==> src/rtl/i2q2_compute_pkg.sv <==
// Shared widths, limits and FSM state encoding for the I^2+Q^2 correlator
// power block and its squarer.
package i2q2_compute_pkg;

  localparam int ACC_WIDTH_DEF    = 16;
  localparam int MULT_LATENCY_MIN = 1;
  localparam int MULT_LATENCY_MAX = 4;
  localparam int NUM_OPERANDS     = 6;
  localparam int NUM_CORR         = 3;
  localparam int TAG_WIDTH        = 2;

  typedef enum logic [1:0] {
    ST_IDLE  = 2'd0,
    ST_ISSUE = 2'd1,
    ST_DRAIN = 2'd2,
    ST_DONE  = 2'd3
  } state_t;

  function automatic int i2q2_width(input int acc_width);
    return 2 * acc_width;
  endfunction

endpackage

==> src/rtl/i2q2_compute_square_pipe.sv <==
// Pipelined squarer of a signed operand; a valid bit and correlator tag
// travel alongside the data so results can be routed on arrival.
module square_pipe
  import i2q2_compute_pkg::*;
#(
  parameter int ACC_WIDTH    = ACC_WIDTH_DEF,
  parameter int MULT_LATENCY = 2
) (
  input  logic                     clk,
  input  logic                     global_reset,
  input  logic [ACC_WIDTH-1:0]     din,
  input  logic                     din_valid,
  input  logic [TAG_WIDTH-1:0]     din_tag,
  output logic [2*ACC_WIDTH-1:0]   dout,
  output logic                     dout_valid,
  output logic [TAG_WIDTH-1:0]     dout_tag
);

  localparam int OW = i2q2_width(ACC_WIDTH);

  logic [OW-1:0]        din_ext;
  logic [OW-1:0]        square;
  logic [OW-1:0]        stg_data  [MULT_LATENCY+1];
  logic                 stg_valid [MULT_LATENCY+1];
  logic [TAG_WIDTH-1:0] stg_tag   [MULT_LATENCY+1];

  // Sign-extend to full width; the low 2*W bits of the product are the exact
  // square since the largest square, 2^(2W-2), is well below 2^(2W).
  assign din_ext = {{ACC_WIDTH{din[ACC_WIDTH-1]}}, din};
  assign square  = din_ext * din_ext;

  assign stg_data[0]  = square;
  assign stg_valid[0] = din_valid;
  assign stg_tag[0]   = din_tag;

  for (genvar gi = 0; gi < MULT_LATENCY; gi++) begin : g_stage
    logic [OW-1:0]        data_reg;
    logic                 valid_reg;
    logic [TAG_WIDTH-1:0] tag_reg;

    always_ff @(posedge clk) begin
      if (global_reset) begin
        data_reg  <= '0;
        valid_reg <= 1'b0;
        tag_reg   <= '0;
      end else begin
        data_reg  <= stg_data[gi];
        valid_reg <= stg_valid[gi];
        tag_reg   <= stg_tag[gi];
      end
    end

    assign stg_data[gi+1]  = data_reg;
    assign stg_valid[gi+1] = valid_reg;
    assign stg_tag[gi+1]   = tag_reg;
  end

  assign dout       = stg_data[MULT_LATENCY];
  assign dout_valid = stg_valid[MULT_LATENCY];
  assign dout_tag   = stg_tag[MULT_LATENCY];

endmodule

==> src/rtl/i2q2_compute.sv <==
// Computes I^2+Q^2 for early/prompt/late correlators through one shared
// pipelined squarer; results publish together with a one-cycle valid pulse.
module i2q2_compute
  import i2q2_compute_pkg::*;
#(
  parameter int ACC_WIDTH    = ACC_WIDTH_DEF,
  parameter int MULT_LATENCY = 2
) (
  input  logic                   clk,
  input  logic                   global_reset,
  input  logic                   accumulation_complete,
  input  logic [ACC_WIDTH-1:0]   i_early,
  input  logic [ACC_WIDTH-1:0]   q_early,
  input  logic [ACC_WIDTH-1:0]   i_prompt,
  input  logic [ACC_WIDTH-1:0]   q_prompt,
  input  logic [ACC_WIDTH-1:0]   i_late,
  input  logic [ACC_WIDTH-1:0]   q_late,
  output logic [2*ACC_WIDTH-1:0] i2q2_early,
  output logic [2*ACC_WIDTH-1:0] i2q2_prompt,
  output logic [2*ACC_WIDTH-1:0] i2q2_late,
  output logic                   i2q2_valid,
  output logic                   busy,
  output logic                   overrun
);

  localparam int         OW         = i2q2_width(ACC_WIDTH);
  localparam logic [2:0] DRAIN_LAST = 3'(MULT_LATENCY);
  localparam logic [2:0] IDX_LAST   = 3'(NUM_OPERANDS - 1);

  state_t               state_reg, state_next;
  logic [2:0]           idx_reg;
  logic [2:0]           drain_cnt_reg;
  logic                 overrun_reg;
  logic                 accept;
  logic                 publish;

  logic [ACC_WIDTH-1:0] in_vec   [NUM_OPERANDS];
  logic [ACC_WIDTH-1:0] snap_vec [NUM_OPERANDS];
  logic [OW-1:0]        out_vec  [NUM_CORR];

  logic [ACC_WIDTH-1:0] sq_din;
  logic                 sq_valid;
  logic [TAG_WIDTH-1:0] sq_tag;
  logic [OW-1:0]        sq_dout;
  logic                 sq_dout_valid;
  logic [TAG_WIDTH-1:0] sq_dout_tag;

  assign accept  = (state_reg == ST_IDLE) && accumulation_complete;
  assign publish = (state_reg == ST_DRAIN) && (drain_cnt_reg == DRAIN_LAST);

  always_comb begin
    state_next = state_reg;
    case (state_reg)
      ST_IDLE:  if (accumulation_complete) state_next = ST_ISSUE;
      ST_ISSUE: if (idx_reg == IDX_LAST) state_next = ST_DRAIN;
      ST_DRAIN: if (drain_cnt_reg == DRAIN_LAST) state_next = ST_DONE;
      ST_DONE:  state_next = ST_IDLE;
      default:  state_next = ST_IDLE;
    endcase
  end

  always_ff @(posedge clk) begin
    if (global_reset) begin
      state_reg     <= ST_IDLE;
      idx_reg       <= '0;
      drain_cnt_reg <= '0;
      overrun_reg   <= 1'b0;
    end else begin
      state_reg     <= state_next;
      overrun_reg   <= accumulation_complete && (state_reg != ST_IDLE);
      if (accept)
        idx_reg <= '0;
      else if (state_reg == ST_ISSUE)
        idx_reg <= idx_reg + 3'd1;
      drain_cnt_reg <= (state_reg == ST_DRAIN) ? drain_cnt_reg + 3'd1 : 3'd0;
    end
  end

  assign in_vec = '{i_early, q_early, i_prompt, q_prompt, i_late, q_late};

  for (genvar gi = 0; gi < NUM_OPERANDS; gi++) begin : g_snap
    logic [ACC_WIDTH-1:0] data_reg;
    always_ff @(posedge clk) begin
      if (global_reset)
        data_reg <= '0;
      else if (accept)
        data_reg <= in_vec[gi];
    end
    assign snap_vec[gi] = data_reg;
  end

  // Operand pairs (I,Q) share a correlator, so the tag is the index halved.
  assign sq_din   = snap_vec[idx_reg];
  assign sq_valid = (state_reg == ST_ISSUE);
  assign sq_tag   = idx_reg[2:1];

  square_pipe #(
    .ACC_WIDTH    (ACC_WIDTH),
    .MULT_LATENCY (MULT_LATENCY)
  ) u_square_pipe (
    .clk          (clk),
    .global_reset (global_reset),
    .din          (sq_din),
    .din_valid    (sq_valid),
    .din_tag      (sq_tag),
    .dout         (sq_dout),
    .dout_valid   (sq_dout_valid),
    .dout_tag     (sq_dout_tag)
  );

  for (genvar gi = 0; gi < NUM_CORR; gi++) begin : g_corr
    logic [OW-1:0] sum_reg;
    logic [OW-1:0] out_reg;
    always_ff @(posedge clk) begin
      if (global_reset) begin
        sum_reg <= '0;
        out_reg <= '0;
      end else begin
        if (accept)
          sum_reg <= '0;
        else if (sq_dout_valid && (sq_dout_tag == TAG_WIDTH'(gi)))
          sum_reg <= sum_reg + sq_dout;
        if (publish)
          out_reg <= sum_reg;
      end
    end
    assign out_vec[gi] = out_reg;
  end

  assign i2q2_early  = out_vec[0];
  assign i2q2_prompt = out_vec[1];
  assign i2q2_late   = out_vec[2];
  assign i2q2_valid  = (state_reg == ST_DONE);
  assign busy        = (state_reg != ST_IDLE);
  assign overrun     = overrun_reg;

endmodule

==> config.mk <==
export PLATFORM = sky130hd
export DESIGN_NAME = i2q2_compute
export DESIGN_NICKNAME = d
export VERILOG_FILES = /design/src/rtl/i2q2_compute_pkg.sv /design/src/rtl/i2q2_compute_square_pipe.sv /design/src/rtl/i2q2_compute.sv
export SDC_FILE = /design/constraint.sdc
export NUM_CORES = 1
export LEC_CHECK = 0
export CELL_PAD_IN_SITES_DETAIL_PLACEMENT = 1
export CELL_PAD_IN_SITES_GLOBAL_PLACEMENT = 1
export CORE_MARGIN = 5
export CORE_UTILIZATION = 40
export CTS_BUF_LIST = sky130_fd_sc_hd__clkbuf_8
export DETAILED_ROUTE_END_ITERATION = 8
export GPL_TIMING_DRIVEN = 0
export PLACE_DENSITY = 0.75
export SYNTH_ARGS = -nofsm -noshare
export SYNTH_HDL_FRONTEND = slang
export SYNTH_SLANG_ARGS = --single-unit
==> constraint.sdc <==
create_clock -name clk -period 22 [get_ports clk]
set_input_delay 4.4 -clock clk [delete_from_list [all_inputs] [get_ports clk]]
set_output_delay 4.4 -clock clk [all_outputs]
set_load 0.05 [all_outputs]
Yosys cells after proc, flatten, opt, wreduce, memory -nomap -nowiden
Cells that the tools add are included.
{"block": "op_classes", "n_lt_le_gt_ge": 1, "n_mul": 1, "mux": 7, "n_addsub": 5, "bitwise": 2, "n_eq_ne": 10, "n_reduce_logical": 12}
{"cell": "32-bit adder", "n": 3}
{"cell": "16-bit binary-select mux with 3-bit select", "n": 1}
{"cell": "16-bit by 16-bit multiplier with 32-bit output", "n": 1}
{"cell": "16-bit 2-to-1 mux", "n": 2}
{"cell": "2-bit one-hot mux with 4 select lines", "n": 1}
{"cell": "3-bit by 1-bit adder with 3-bit output, second input constant", "n": 2}
{"cell": "2-bit == test, second input constant", "n": 3}
{"cell": "1-bit logical AND", "n": 6}
{"cell": "2-bit 2-to-1 mux", "n": 3}
{"cell": "2-bit != test, second input constant", "n": 3}
{"cell": "2-bit by 1-bit == test with 1-bit output, second input constant", "n": 2}
{"cell": "4-bit greater-or-equal comparator, second input constant", "n": 1}
{"cell": "2-bit logical NOT", "n": 2}
{"cell": "3-bit inverter with 4-bit output", "n": 1}
{"cell": "2-bit OR reduction", "n": 2}
{"cell": "3-bit by 2-bit == test with 1-bit output, second input constant", "n": 1}
{"cell": "3-bit == test, second input constant", "n": 1}
{"cell": "3-bit AND reduction", "n": 1}
{"cell": "2-bit nonzero test", "n": 1}
{"cell": "1-bit inverter", "n": 1}
{"block": "word_totals", "in_bits": 99, "elab_cells": 60, "out_inout_bits": 99, "regBits": 367}

Depth between registers and ports, before layout
{"block": "logic_depth", "word_depth": 5, "ltp_mapped": 33, "mapped_depth_nobuf": 30}

Cells and area by module
From an unflattened synthesis, not the netlist that was laid out.
{"block": "unflattened", "hier_cells": 3152, "hier_area_um2": 26509.2}
{"mod": "i2q2_compute", "seq_area_each_um2": 5945.7, "area_each_um2": 15574.9, "n_inst": 1, "cells_each": 1989}
{"mod": "square_pipe", "seq_area_each_um2": 1361.3, "area_each_um2": 10934.2, "n_inst": 1, "cells_each": 1163}

Least setup slack after synthesis
No wires, ideal clock.
{"block": "synth_path", "kind": "reg2reg", "from": "register idx_reg[0]", "to": "register u_square_pipe.g_stage[0].data_reg[31]", "stages_incl_launch_ff": 29, "t_required_ps": 21872, "setup_time_ps": 128, "arrival_time_ps": 7409, "path_slack_ps": 14464, "n_path_buf": 2, "cell_sequence": "dfxtp_1 clkbuf_1 buf_2 mux4_2 a21oi_1 clkinv_1 nand2_1 inv_1 fa_1 inv_1 fa_1 inv_1 fa_1 fa_1 fa_1 inv_1 fa_1 inv_1 ha_1 a21o_1 a21o_1 a21oi_1 o21ai_0 a221oi_1 o21ai_0 a211oi_1 o31ai_1 xnor2_1 nor2_1"}
{"block": "synth_between", "elab_chain_len": 5}
{"item": "from (decl)", "line": "i2q2_compute.sv:31", "text": "logic [2:0] idx_reg;"}
{"item": "from (signal assigned)", "line": "i2q2_compute.sv:74", "text": "idx_reg <= idx_reg + 3'd1;"}
{"item": "3-bit inverter with 4-bit output (not written as such)", "line": "i2q2_compute.sv:93", "text": "assign sq_din = snap_vec[idx_reg];"}
{"item": "16-bit binary-select mux with 3-bit select", "line": "i2q2_compute.sv:93"}
{"item": "16-bit 2-to-1 mux (not written as such) (2 in series)", "line": "i2q2_compute.sv:93"}
{"item": "16-bit by 16-bit multiplier with 32-bit output", "line": "i2q2_compute_square_pipe.sv:30", "text": "assign square = din_ext * din_ext;"}
{"item": "to (signal assigned)", "line": "i2q2_compute_square_pipe.sv:47", "text": "data_reg <= stg_data[gi];"}
{"item": "to (decl)", "line": "i2q2_compute_square_pipe.sv:37", "text": "logic [OW-1:0] data_reg;"}
No other way between the ends. The select of a mux whose other input is x is not followed.
A chain may end at the register's enable or synchronous reset.

Worst setup path in the final report
Same ends and word-level chain as after synthesis.

==> results.md <==
- The CTS H-tree depth is 3.
- The library cell used as clock root buffer is sky130_fd_sc_hd__clkbuf_8.
- The nature of the critical path startpoint is a register.
- The largest individual stage delay along the critical path comes from the cell sky130_fd_sc_hd__a21oi_1.
- The endpoint type of the worst setup path is a register.
- The final critical-path setup slack is roughly 12 ns.
- TritonCTS built the clock tree.
- The accumulated negative setup slack is 0 ns.
- The class of the most critical hold timing path is register to register.
- The total routed wirelength is around 85,000 microns.
- The post-layout instance area is 30,100 sq um.
- The sequential share of the synthesized area is between 20% and 30%.
- The post-route clock skew is slightly above 0.05 ns.
- The maximum clock path buffer count is 3.
- The count of boundary I/O pins is approximately 200.
- The share of the synthesized area in the top cell type is between 20% and 30%.
- The biggest area contributor in the post-synthesis netlist is sky130_fd_sc_hd__dfxtp_1.
- Measured against its own limit, the worst slew margin works out to 8.32%.
- By area the synthesized netlist is led by sky130_fd_sc_hd__dfxtp_1 (28%), sky130_fd_sc_hd__fa_1 (18%), sky130_fd_sc_hd__nand2_1 (9.1%).
- The initial antenna violation count is 4.
- The largest fanout on the critical path is 10.
- After layout, the minimum clock period comes to around 10 ns.
- The internal power is roughly 1.6 mW.
- Setup repair after global routing left no endpoint under its margin.
- STA puts the critical path data arrival time at 10.80 ns.
- The share of cells above drive strength 1 is under 10%.
- The post-synth design cell area is around 26,000 sq um.
- The residual DRC count is 0.
- Detailed placement ended at an HPWL of between 60,000 and 70,000 microns.
- The worst register-to-register path begins at idx_reg[0].
- Clock-pin slew was measured on the worst setup and hold paths at ~0.060 ns.
- The first-pass GRT wire length is about 130,000 microns.
- The fmax is 0.0971 GHz.
- Net switching is a little over two fifths of the power.
- In this run, synthesis inferred 0 flip-flops with an integrated enable.
- At the end of the flow the core is filled with cells to a little under half.
- The placed standard-cell area is ~29,000 sq um.
- Per report_power, the sequential group accounts for 28.7% of the total.
- Dividing the detail-routed wire length by the instance count gives ~20 microns.
- In this run, the number of DRC markers left after iteration 0 of detailed routing was around 950.
- In the routed layout, each cell is associated on average with a via count of approximately 5.3.
- The flow ran to the end, and the final reports show no timing, DRC or antenna violations.
- The via count of the first global-routing pass is approximately 24,000.
- IR analysis of the VDD net gives a maximum drop of 0.0518 mV.
- The floorplan step defined a core boundary enclosing around 63,000 sq um.
- From bottom edge to top edge, the die measures about 260 microns.
- When the netlist entered floorplanning its net count stood at between 3,000 and 4,000.
- The count of max-cap constraint violations is 0.
- In the finished design, the share of the clock period the worst path needs comes to 46.8%.
- Setup violations remaining at the end of the flow were counted as 0.
- Sorting the synthesized cells by how often they occur yields sky130_fd_sc_hd__nand2_1 (623), sky130_fd_sc_hd__a21oi_1 (369), sky130_fd_sc_hd__dfxtp_1 (365), sky130_fd_sc_hd__inv_1 (340), sky130_fd_sc_hd__fa_1 (237).
- For this design the static power due to leakage is approximately 13 nW.
- The CTS buffer count is 66.
- The area of the die is 69,300 sq um.
- The number of different library cells in the post-synthesis netlist is 77.
- The share of power burned in combinational logic is a little under half.
- The final weighted congestion of routability-driven global placement is between 0.9 and 1.
- The number of max-slew violations in the final report is 0.
- The final net count is 3,812.
- The number of warnings printed during yosys synthesis is 0.
- The longest individual stage delay on the worst path is between 1 and 1.5 ns.
- In this run the core area contains just over 90 standard-cell rows.
- Once detail routing completed, the nets flagged for antenna violations numbered 0.
- In the synthesized netlist the dominant register cell turns out to be sky130_fd_sc_hd__dfxtp_1.
- The horizontal die dimension is about 260 microns.
- For this run the aggregate overflow at the end of global routing stands at 0.
- Prior to clock tree synthesis, the placed netlist has a worst setup slack of ~12 ns.
- The depth of the worst register-to-register path is 30.
- After synthesis, the mean cell area works out to approximately 8.5 sq um.
- The number of gates resized after cts is 0.
- In this run the tool buffered the top-level ports with about 200 buffer cells.
- Synthesis handed over a netlist of 3,026 instances.
- The first-pass iteration count of the detailed router is 5.
- The post-CTS setup buffer count is 0.
- The power density relative to cell area is ~91 nW/um^2.
- The area growth from synthesis to layout is 17.2%.
- In this run the worst setup path begins at idx_reg[0].
- Global routing used 24.1% of the available tracks across all layers.
- The count of final hold-check violations is 0.
- The overall power after layout is 2.74 mW.
- The required time at the worst-slack endpoint is approximately 23 ns.
- Clock tree synthesis found a total of 365 sinks.
- In the post-synthesis netlist, the cell with the most instances is sky130_fd_sc_hd__nand2_1.
- The starting density of the core is between 40% and 50%.
- Entering global routing, the biggest net connects 11 pins.
- The part of the power in the clock network is 24.7%.
- The number of buffers inserted by hold repair at cts is 0.
- The most repeated library cell on the critical path is sky130_fd_sc_hd__fa_1.
- The end point of the critical path is u_square_pipe.g_stage[0].data_reg[31].
- Summed over all nets, the switching power comes to roughly 1.2 mW.
- In this run, synthesis produced a sequential element count of 365.
- At the later pin of the worst-skew pair, clock insertion delay measures 0.65 ns.
- In this run the critical register-to-register path is captured at u_square_pipe.g_stage[0].data_reg[31].
- Of all flip-flops after synthesis, the portion carrying an async set or reset was 0%.
- Detailed routing inserted a total of ~22,000 vias.
- The slew of the pin with the lowest slew margin is roughly 1.4 ns.
- The worst register-to-register path has a setup slack of approximately 12 ns.
- The category of the critical setup timing path is register to register.
[final cells by class]
class	instances	area, sq um
clock buffer	81	1110
buffer	127	503
timing repair buffer	197	1970
antenna	2	5.00
tap	846	1060
fill	7576	33300
inverter	345	1290
multi-input combinational	2189	16500
clock inverter	29	251
sequential	365	7310
[routing by layer]
metal	wire, microns	track usage, %
met5	0	0
met4	2980	8.06
met3	4010	3.97
met2	41700	42.7
met1	36200	30.1
[worst max-delay path, delay by kind of cell (launching register included)]
family | cells | cell delay, ns
mux | 1 | 0.25
fa+ha+maj | 7 | 3.37
compound gates | 9 | 2.87
flops | 1 | 0.37
simple gates | 3 | 0.46
buf+inv | 9 | 2.54
xor+xnor | 1 | 0.29
[worst min-delay path by stage]
stage	start	endpoint	slack (ns)	cells past startpoint
2_1_floorplan	u_square_pipe.g_stage[0].data_reg[0]	u_square_pipe.dout[0]	0.41	1
3_3_place_gp	u_square_pipe.g_stage[0].valid_reg	u_square_pipe.dout_valid	0.42	1
3_5_place_dp	u_square_pipe.g_stage[0].data_reg[5]	u_square_pipe.dout[5]	0.42	1
4_1_cts	u_square_pipe.g_stage[0].data_reg[23]	u_square_pipe.dout[23]	0.39	1
5_1_grt	u_square_pipe.g_stage[0].data_reg[22]	u_square_pipe.dout[22]	0.40	1
6_report	u_square_pipe.g_stage[0].data_reg[22]	u_square_pipe.dout[22]	0.40	1
[per-stage QoR]
stage	std cells	hold slack, ns
2_1_floorplan	3026	0.414
3_3_place_gp	4069	0.417
3_5_place_dp	4069	0.425
4_1_cts	4179	0.392
5_1_grt	4181	0.399
6_report	4181	0.398
[cells in the final DEF, fill, tap and decap left out, drive strengths merged, types with 6 or more instances in the layout]
cell,n
a211oi,23
a21o,68
a21oi,374
a22o,9
a31oi,18
and3,15
buf,18
clkbuf,190
clkdlybuf4s50,197
clkinv,16
dfxtp,365
fa,237
ha,185
inv,354
mux2i,20
mux4,16
nand2,623
nand2b,16
nand3,25
nand3b,7
nand4,13
nor2,197
nor2b,46
nor3,17
nor3b,9
o21a,13
o21ai,52
o21bai,14
o31ai,6
or3,8
xnor2,83
xor2,35
[cell families (layout without fill, tap and decap cells)]
| group | after synthesis | in the layout | synth area share [%] |
|---|---|---|---|
| other cells | 0 | 2 | 0 |
| fa+ha+maj | 422 | 422 | 27.5 |
| compound gates | 618 | 618 | 14.4 |
| mux | 36 | 36 | 2.18 |
| flops | 365 | 365 | 28.5 |
| xor+xnor | 118 | 118 | 4.03 |
| simple gates | 995 | 995 | 16.4 |
| buf+inv | 472 | 779 | 7.01 |
[power groups by stage]
| stage | Clock (mW) | Combinational, mW | Sequential [mW] |
|---|---|---|---|
| CTS | 0.694 | 1.28 | 0.786 |
| finish | 0.678 | 1.28 | 0.787 |
| global placement | 0 | 1.23 | 0.796 |
| floorplan | 0 | 0.913 | 0.766 |
| detailed placement | 0 | 1.27 | 0.799 |
| global route | 0.721 | 1.45 | 0.790 |
Power figures use the tool's default switching activity.
